**config.mk**
```make
export PLATFORM = sky130hd
export DESIGN_NAME = leaf_stage_fifo
export DESIGN_NICKNAME = d
export VERILOG_FILES = /design/src/rtl/leaf_stage_pkg.sv /design/src/rtl/leaf_stage_ram.sv /design/src/rtl/leaf_stage_fifo.sv
export SDC_FILE = /design/constraint.sdc
export NUM_CORES = 1
export LEC_CHECK = 0
export CELL_PAD_IN_SITES_DETAIL_PLACEMENT = 0
export CELL_PAD_IN_SITES_GLOBAL_PLACEMENT = 2
export CORE_MARGIN = 5
export CORE_UTILIZATION = 40
export DETAILED_ROUTE_END_ITERATION = 7
export GPL_TIMING_DRIVEN = 0
export PLACE_DENSITY = 0.87
export SLEW_MARGIN = 10
export SYNTH_ARGS = -nofsm -noshare
export SYNTH_HDL_FRONTEND = slang
export SYNTH_SLANG_ARGS = --single-unit
export TNS_END_PERCENT = 50
```
**constraint.sdc**
```tcl
create_clock -name clk -period 3.4 [get_ports clk]
set_clock_uncertainty 0.15 [all_clocks]
set_input_delay 0.51 -clock clk [delete_from_list [all_inputs] [get_ports clk]]
set_output_delay 0.51 -clock clk [all_outputs]
set_load 0.02 [all_outputs]
```
**src/rtl/leaf_stage_pkg.sv**
```systemverilog
// -----------------------------------------------------------------------------
// leaf_stage_pkg
// Shared definitions for the leaf stage FIFO slice.
//   LEAF_DATA_W / LEAF_DEPTH : default payload width and entry count
//   LEAF_PTR_W               : pointer width for the default depth
//   leaf_ptr_w()             : pointer width for an arbitrary depth
//                              (index bits plus one wrap bit)
//   leaf_op_e                : per-cycle transfer kind, drives the count update
// -----------------------------------------------------------------------------
package leaf_stage_pkg;

    localparam int unsigned LEAF_DATA_W = 8;
    localparam int unsigned LEAF_DEPTH  = 4;
    localparam int unsigned LEAF_PTR_W  = $clog2(LEAF_DEPTH) + 1;

    function automatic int unsigned leaf_ptr_w(input int unsigned depth);
        return $clog2(depth) + 1;
    endfunction

    typedef enum logic [1:0] {
        OP_IDLE = 2'b00,
        OP_PUSH = 2'b01,
        OP_POP  = 2'b10,
        OP_BOTH = 2'b11
    } leaf_op_e;

endpackage

```
**src/rtl/leaf_stage_ram.sv**
```systemverilog
// -----------------------------------------------------------------------------
// leaf_stage_ram
// Storage array for leaf_stage_fifo: one synchronous write port, one
// asynchronous read port, no reset (contents are undefined until written).
//   clk   : write clock
//   we    : write enable
//   waddr : write index
//   wdata : write payload
//   raddr : read index
//   rdata : combinational read payload
// -----------------------------------------------------------------------------
module leaf_stage_ram #(
    parameter int unsigned DATA_W = 8,
    parameter int unsigned DEPTH  = 4,
    parameter int unsigned ADDR_W = $clog2(DEPTH)
) (
    input  logic              clk,
    input  logic              we,
    input  logic [ADDR_W-1:0] waddr,
    input  logic [DATA_W-1:0] wdata,
    input  logic [ADDR_W-1:0] raddr,
    output logic [DATA_W-1:0] rdata
);

    logic [DATA_W-1:0] mem [DEPTH];

    always_ff @(posedge clk) begin
        if (we) begin
            mem[waddr] <= wdata;
        end
    end

    assign rdata = mem[raddr];

endmodule

```
**src/rtl/leaf_stage_fifo.sv**
```systemverilog
// -----------------------------------------------------------------------------
// leaf_stage_fifo
// First-word fall-through FIFO with valid/ready handshakes on both sides.
//   clk       : clock, all state updates on rising edge
//   rst       : asynchronous active-high reset (pointers and count to 0)
//   clear     : synchronous flush, wins over push and pop in the same cycle
//   in_valid  : upstream offers in_data
//   in_ready  : entry can be accepted this cycle (!full)
//   in_data   : upstream payload
//   out_valid : head entry available (!empty)
//   out_ready : downstream takes the head entry
//   out_data  : head entry payload (don't-care while out_valid=0)
//   count     : number of stored entries
//   full      : count == DEPTH
//   empty     : count == 0
// -----------------------------------------------------------------------------
module leaf_stage_fifo
    import leaf_stage_pkg::*;
#(
    parameter int unsigned DATA_W = LEAF_DATA_W,
    parameter int unsigned DEPTH  = LEAF_DEPTH
) (
    input  logic                   clk,
    input  logic                   rst,
    input  logic                   clear,
    input  logic                   in_valid,
    output logic                   in_ready,
    input  logic [DATA_W-1:0]      in_data,
    output logic                   out_valid,
    input  logic                   out_ready,
    output logic [DATA_W-1:0]      out_data,
    output logic [$clog2(DEPTH):0] count,
    output logic                   full,
    output logic                   empty
);

    localparam int unsigned PTR_W  = leaf_ptr_w(DEPTH);
    localparam int unsigned ADDR_W = PTR_W - 1;
    localparam logic [PTR_W-1:0] DEPTH_P = PTR_W'(DEPTH);

    logic [PTR_W-1:0] wr_ptr;
    logic [PTR_W-1:0] rd_ptr;
    logic [PTR_W-1:0] count_q;
    logic             push;
    logic             pop;
    leaf_op_e         op;

    // Flags come only from registered state, so in_ready/out_valid never
    // depend combinationally on the opposite handshake.
    assign full      = (count_q == DEPTH_P);
    assign empty     = (count_q == '0);
    assign in_ready  = !full;
    assign out_valid = !empty;
    assign count     = count_q;

    assign push = in_valid && !full;
    assign pop  = out_ready && !empty;

    always_comb begin
        op = OP_IDLE;
        unique case ({pop, push})
            2'b01:   op = OP_PUSH;
            2'b10:   op = OP_POP;
            2'b11:   op = OP_BOTH;
            default: op = OP_IDLE;
        endcase
    end

    // Pointers carry one extra wrap bit; the low ADDR_W bits index storage.
    always_ff @(posedge clk or posedge rst) begin
        if (rst) begin
            wr_ptr  <= '0;
            rd_ptr  <= '0;
            count_q <= '0;
        end else if (clear) begin
            wr_ptr  <= '0;
            rd_ptr  <= '0;
            count_q <= '0;
        end else begin
            if (push) begin
                wr_ptr <= wr_ptr + PTR_W'(1);
            end
            if (pop) begin
                rd_ptr <= rd_ptr + PTR_W'(1);
            end
            unique case (op)
                OP_PUSH: count_q <= count_q + PTR_W'(1);
                OP_POP:  count_q <= count_q - PTR_W'(1);
                default: count_q <= count_q;
            endcase
        end
    end

    // A write during clear is harmless to correctness but is suppressed so
    // the flushed cycle leaves storage untouched.
    leaf_stage_ram #(
        .DATA_W (DATA_W),
        .DEPTH  (DEPTH),
        .ADDR_W (ADDR_W)
    ) u_ram (
        .clk   (clk),
        .we    (push && !clear),
        .waddr (wr_ptr[ADDR_W-1:0]),
        .wdata (in_data),
        .raddr (rd_ptr[ADDR_W-1:0]),
        .rdata (out_data)
    );

endmodule

```
## Word level (Yosys, flattened, before mapping)

Memories as Yosys holds them, arrays and structs flattened.
Index checks and enable logic that the tools add are counted.

| storage, ports and cells | value |
|---|---|
| memories kept | 1 |
| bits of input ports | 13 |
| bits in registers | 9 |
| output and inout bits | 15 |
| memory bits (writable) | 32 |

| cells by class | value |
|---|---|
| equal/unequal tests | 6 |
| add/subtract/negate cells | 4 |
| reduce and logical (&&, ||, !) cells | 10 |
| mux-type cells | 9 |

Memories:

| memory | depth | width | rd ports | clocked after Yosys merged registers in | wr ports | line | text |
|---|---|---|---|---|---|---|---|
| u_ram.mem | 4 | 8 | 1 | 0 | 1 | leaf_stage_ram.sv:25 | `logic [DATA_W-1:0] mem [DEPTH];` |

Operator list:

| operator | count |
|---|---|
| $mux 3 | 5 |
| $add 3x1->3 const B | 3 |
| $eq 2x2->1 const B | 3 |
| $pmux 2 s3 | 1 |
| $pmux 3 s2 | 1 |
| $eq 2x1->1 const B | 2 |
| $reduce_bool 2->1 | 2 |
| $eq 3x3->1 const B | 1 |
| $logic_and 1x1->1 | 3 |
| $logic_not 1->1 | 3 |
| $logic_not 3->1 | 1 |
| $reduce_bool 3->1 | 1 |
| $sub 3x1->3 const B | 1 |
| $mux 1 | 2 |

## Depth between registers and ports, before layout

| depth | value |
|---|---|
| depth after elaboration | 8 |
| mapped depth | 7 |
| gate-level depth less buffers | 6 |

## Hierarchy

Synthesis repeated with hierarchy kept, for this count alone.

| unflattened totals | value |
|---|---|
| cells, all modules | 100 |
| area total of the unflattened synthesis | 1691.6 um2 |

By module, submodules not included:

| module | seq. area each (um2) | instances | cells each | area an instance (um2) |
|---|---|---|---|---|
| leaf_stage_ram | 960.9 | 1 | 46 | 1188.6 |
| leaf_stage_fifo | 175.2 | 1 | 54 | 503.0 |

## Worst setup path before layout

No wires, ideal clock.

| path | value |
|---|---|
| kind | register to register |
| start point | register count_q[1] (netlist: count[1]) |
| end point | register count_q[2] (netlist: count[2]) |
| arrival | 2048 ps |
| cell stages (with the launch flop) | 8 |
| data required time | 3128 ps |
| setup time | 122 ps |
| setup slack | 1080 ps |
| path through | dfrtp_1 buf_2 o31ai_1 nor2b_1 fa_1 nor3b_2 a311oi_1 a2111oi_1 |

| on the way | value |
|---|---|
| longest elaborated chain between the ends | 8 |
| elaborated cells on any way between the ends | 17 |
| classes of those cells | add/sub (2); eq/ne (6); mux (3); reduce/logical (6) |

RTL lines:

| what | line | text |
|---|---|---|
| start, declared | leaf_stage_fifo.sv:43 | `logic [PTR_W-1:0] count_q;` |
| start signal, assigned | leaf_stage_fifo.sv:87 | `OP_PUSH: count_q <= count_q + PTR_W'(1);` |
| start signal, assigned | leaf_stage_fifo.sv:88 | `OP_POP: count_q <= count_q - PTR_W'(1);` |
| start signal, assigned | leaf_stage_fifo.sv:89 | `default: count_q <= count_q;` |
| $eq 3x3->1 / $logic_not 3->1 (equally long branches) | leaf_stage_fifo.sv:50, leaf_stage_fifo.sv:51 |  |
| $logic_not 1->1, on equally long branches | leaf_stage_fifo.sv:56, leaf_stage_fifo.sv:57 |  |
| $logic_and 1x1->1, on equally long branches | leaf_stage_fifo.sv:56, leaf_stage_fifo.sv:57 |  |
| $eq 2x2->1 / $eq 2x1->1 (equally long branches) | leaf_stage_fifo.sv:61 | `unique case ({pop, push})` |
| $pmux 2 s3 | leaf_stage_fifo.sv:61 |  |
| $eq 2x2->1 / $eq 2x1->1 (equally long branches) | leaf_stage_fifo.sv:86 | `unique case (op)` |
| $pmux 3 s2 | leaf_stage_fifo.sv:86 |  |
| $mux 3 | leaf_stage_fifo.sv:75 | `end else if (clear) begin` |

Parallel ways exist; a longest one is shown, timed or not.
A chain may end at the register's enable or synchronous reset.

## Final worst setup path

| path | value |
|---|---|
| start point | register count_q[1] (netlist: count[1]) |
| end point | output empty |

| on the way | value |
|---|---|
| longest elaborated chain between the ends | 1 |

RTL lines:

| what | line | text |
|---|---|---|
| $logic_not 3->1 | leaf_stage_fifo.sv:51 | `assign empty = (count_q == '0);` |
| end, declared | leaf_stage_fifo.sv:34 | `output logic empty` |

Every way passes these cells.

==> impl_metrics.sql <==
INSERT INTO impl_metrics (metric_group, metric, value, unit) VALUES
('detailed_routing', 'detail_route.wirelength.met1', '1320', 'µm'),
('clock_network', 'cts_root_buf', 'sky130_fd_sc_hd__clkbuf_8', ''),
('detailed_routing', 'routed_wl', '3170', 'µm'),
('logic_synthesis', 'ys_types', '35', ''),
('clock_network', 'h-tree-depth', '2', ''),
('floorplan', 'floorplan.die.height', '76.2', 'µm'),
('layout', 'layout.cells.most_common_list', 'sky130_fd_sc_hd__edfxtp_1, sky130_fd_sc_hd__clkdlybuf4s50_1, sky130_fd_sc_hd__mux4_2', ''),
('clock_network', 'hold_buf_count_cts', '0', ''),
('logic_synthesis', 'post_synth_inst_count', '109', ''),
('global_routing', 'gr-total-overflow', '0', ''),
('run_status', 'outcome', 'finished clean', ''),
('placement', 'dpl.hpwl', '2280', 'µm'),
('layout', 'multi_input_area', '547', 'µm²'),
('detailed_routing', 'num_vias', '1026', ''),
('placement', 'globalplace.congestion', '0.777', ''),
('sta', 'fmax', '370', 'MHz'),
('global_routing', 'grt_util_all_layers', '11.3', '%'),
('logic_synthesis', 'number_of_warnings_reported_in_the_yosys_synthesis_log', '0', ''),
('layout', 'drive_gt1_share', '18.1', '%'),
('worst_hold_path', 'hold_path.class', 'in2async', ''),
('clock_network', 'cts-resized-gates', '0', ''),
('sta', 'relSlewSlack', '62.9', '%'),
('critical_path', 'timing.critical_path.fanout_max', '10', ''),
('floorplan', 'die-area', '0.00581', 'mm²'),
('logic_synthesis', 'syn_nets', '127', ''),
('logic_synthesis', 'netlist_area', '0.00175', 'mm²'),
('clock_network', 'clkSlewWorstSetupHoldPaths', '0.08', 'ns'),
('logic_synthesis', 'synth_sequential_area_ratio', '64.8', '%'),
('clock_network', 'tritoncts', 'built', ''),
('pwr', 'post-layout-total-power', '1.30', 'mW'),
('global_routing', 'grt_antenna_before_repair', '0', ''),
('layout', 'regArea', '0.00114', 'mm²'),
('layout', 'antenna-diode-count', '0', ''),
('floorplan', 'dieWidth', '76.2', 'µm'),
('global_routing', 'grt_pass1_wl', '5260', 'µm'),
('detailed_routing', 'detail_route.vias_per_cell', '5.23', ''),
('clock_network', 'total_clock_sinks', '39', ''),
('detailed_routing', 'firstDrtPassIters', '4', ''),
('sta', 'rsz0062_at_grt', 'no', ''),
('detailed_routing', 'highest-signal-layer', 'met4', ''),
('sta', 'postLayoutSetupSlackWorst', '0.696', 'ns'),
('placement', 'buffer_ports.inserted', '27', ''),
('sta', 'least_margin_pin_slew', '0.557', 'ns'),
('floorplan', 'num_rows', '24', ''),
('layout', 'layout_commonest_cell', 'sky130_fd_sc_hd__edfxtp_1', ''),
('critical_path', 'cp_endpoint_kind', 'output pin', ''),
('sta', 'final.min_clock_period', '2.70', 'ns'),
('sta', 'hold_viol', '0', ''),
('clock_network', 'clk_latency', '0.29', 'ns'),
('pwr', 'maximum_vdd_drop', '0.269', 'mV'),
('detailed_routing', 'drt_drc_violations_left', '0', ''),
('detailed_routing', 'antenna_left', '0', ''),
('sta', 'fin_setup_tns', '0', 'ns'),
('detailed_routing', 'dr_wl_met3', '176', 'µm'),
('pwr', 'p_leak', '0.779', 'nW'),
('logic_synthesis', 'synth_seq_cells', '39', ''),
('global_routing', 'first_global_vias', '1124', ''),
('detailed_routing', 'dr.first_iter.drc_count', '73', ''),
('sta', 'whs', '0.294', 'ns'),
('critical_path', 'worstPathRequired', '2.74', 'ns'),
('clock_network', 'cts_setup_buffers', '0', ''),
('critical_path', 'path_class', 'reg2out', ''),
('layout', 'fill_cells', '358', ''),
('sta', 'fin_crit_sh', '79.5', '%'),
('layout', 'design.final.nets', '161', ''),
('placement', 'preCtsSetupSlack', '0.610', 'ns'),
('floorplan', 'core_area', '0.00429', 'mm²'),
('detailed_routing', 'routed-wl-met2', '1610', 'µm'),
('pwr', 'cellPowerDensity', '587', 'mW/mm²'),
('sta', 'total_of_endpoints_with_negative_setup_slack_in_the_final_report', '0', ''),
('sta', 'report.final.slew_viol_count', '0', ''),
('flow_run', 'drv_cap', '0', ''),
('floorplan', 'initial_core_util', '40.9', '%'),
('floorplan', 'top_ports', '28', ''),
('clock_network', 'clk_path_buf_depth', '2', ''),
('clock_network', 'tritoncts_buffers', '5', ''),
('critical_path', 'setup.worst_path.start_class', 'register', ''),
('logic_synthesis', 'syn_avg_cell_area', '16.1', 'µm²'),
('layout', 'layout-area-overhead-vs-synth', '26.7', '%'),
('detailed_routing', 'routed_wire_length_per_instance', '16.2', 'µm'),
('critical_path', 'worst_ep_arrival_time', '2.04', 'ns'),
('global_routing', 'largest_net_degree_at_the_start_of_global_routing', '13', '');
## per-stage QoR
stage               util, %  instances  area, µm²
floorplan                 -        109       1750
global placement       48.7        188       2090
detailed placement     48.7        188       2090
CTS                    51.7        196       2220
global route           51.7        196       2220
finish                 51.7        196       2220
## final timing paths
check,from,endpoint,slack [ns],cells after the start
worst max-delay path,count[1],empty,0.70,4
worst min-delay path,rst,count[2],0.29,2
worst max register to register,count[1],count[2],0.97,7
worst min register to register,wr_ptr[0],wr_ptr[0],0.45,2
max in group asynchronous,rst,rd_ptr[1],2.59,2
min in group clk,wr_ptr[0],wr_ptr[0],0.45,2
## critical path, cell delays in order (launching register included)
cell and delay (ns):
sky130_fd_sc_hd__dfrtp_1 0.42, sky130_fd_sc_hd__buf_2 0.20, sky130_fd_sc_hd__or3_2 0.47, sky130_fd_sc_hd__inv_1 0.07
sky130_fd_sc_hd__clkdlybuf4s50_1 0.59
## layer usage
metal	vias up	global-route usage, %
li1	484	-
met1	511	13.4
met2	25	18.7
met3	6	3.31
met4	0	5.24
met5	-	0
## logic make-up after synthesis
group | count (synthesis) | synth area share, %
muxes | 8 | 10.3
AOI/OAI and AO/OA | 17 | 6.42
DFF | 39 | 64.8
adders and majority gates | 5 | 3.99
xor gates and xnor gates | 4 | 2.00
and+or+nand+nor | 23 | 8.49
buffers and inverters | 13 | 4.07
## state kept, by name, indices dropped and copies added (netlist names)
register	count
u_ram.mem	32
wr_ptr	2
count	3
rd_ptr	2
## power breakdown
group	leakage (nW)	internal, mW	switching (mW)
Clock	0.0654	0.293	0.159
Sequential	0.384	0.541	0.0157
Combinational	0.329	0.147	0.148
Total	0.779	0.981	0.323
## Yosys cell counts
cell type,instances,area share [%]
sky130_fd_sc_hd__a31oi_1,1,0.36
sky130_fd_sc_hd__xor2_1,3,1.5
sky130_fd_sc_hd__buf_2,2,0.57
sky130_fd_sc_hd__o31ai_1,1,0.43
sky130_fd_sc_hd__or3b_1,1,0.50
sky130_fd_sc_hd__nor2b_1,1,0.36
sky130_fd_sc_hd__nand2b_1,2,0.71
sky130_fd_sc_hd__fa_1,1,1.1
sky130_fd_sc_hd__a2111oi_1,3,1.7
sky130_fd_sc_hd__or3b_2,1,0.50
sky130_fd_sc_hd__nor2_1,5,1.1
sky130_fd_sc_hd__nor3_1,1,0.29
sky130_fd_sc_hd__o21ai_1,3,0.86
sky130_fd_sc_hd__o21ai_0,3,0.86
sky130_fd_sc_hd__nor3b_2,1,0.71
sky130_fd_sc_hd__o311ai_0,1,0.50
sky130_fd_sc_hd__dfrtp_1,7,10
sky130_fd_sc_hd__inv_1,6,1.3
sky130_fd_sc_hd__nand3b_1,1,0.43
sky130_fd_sc_hd__xnor2_1,1,0.50
sky130_fd_sc_hd__buf_4,2,0.86
sky130_fd_sc_hd__a21oi_1,3,0.86
sky130_fd_sc_hd__buf_6,1,0.64
sky130_fd_sc_hd__and2_1,4,1.4
sky130_fd_sc_hd__nor3_2,1,0.57
sky130_fd_sc_hd__clkbuf_1,1,0.21
sky130_fd_sc_hd__edfxtp_1,32,55
sky130_fd_sc_hd__clkinv_4,1,0.50
sky130_fd_sc_hd__nand3_1,3,0.86
sky130_fd_sc_hd__mux4_2,8,10
sky130_fd_sc_hd__or3_2,1,0.43
sky130_fd_sc_hd__o22ai_1,1,0.36
sky130_fd_sc_hd__a311oi_1,1,0.50
sky130_fd_sc_hd__or3b_4,1,0.64
sky130_fd_sc_hd__ha_1,4,2.9
## area by class of cell
class	count	share of cell area (%)
Sequential cell	39	51.1
Multi-Input combinational cell	57	24.6
Timing Repair Buffer	27	12.2
Clock buffer	6	3.27
Tap cell	52	2.93
Clock inverter	2	2.70
Buffer	6	1.80
Inverter	7	1.41
Power figures use the tool's default switching activity.
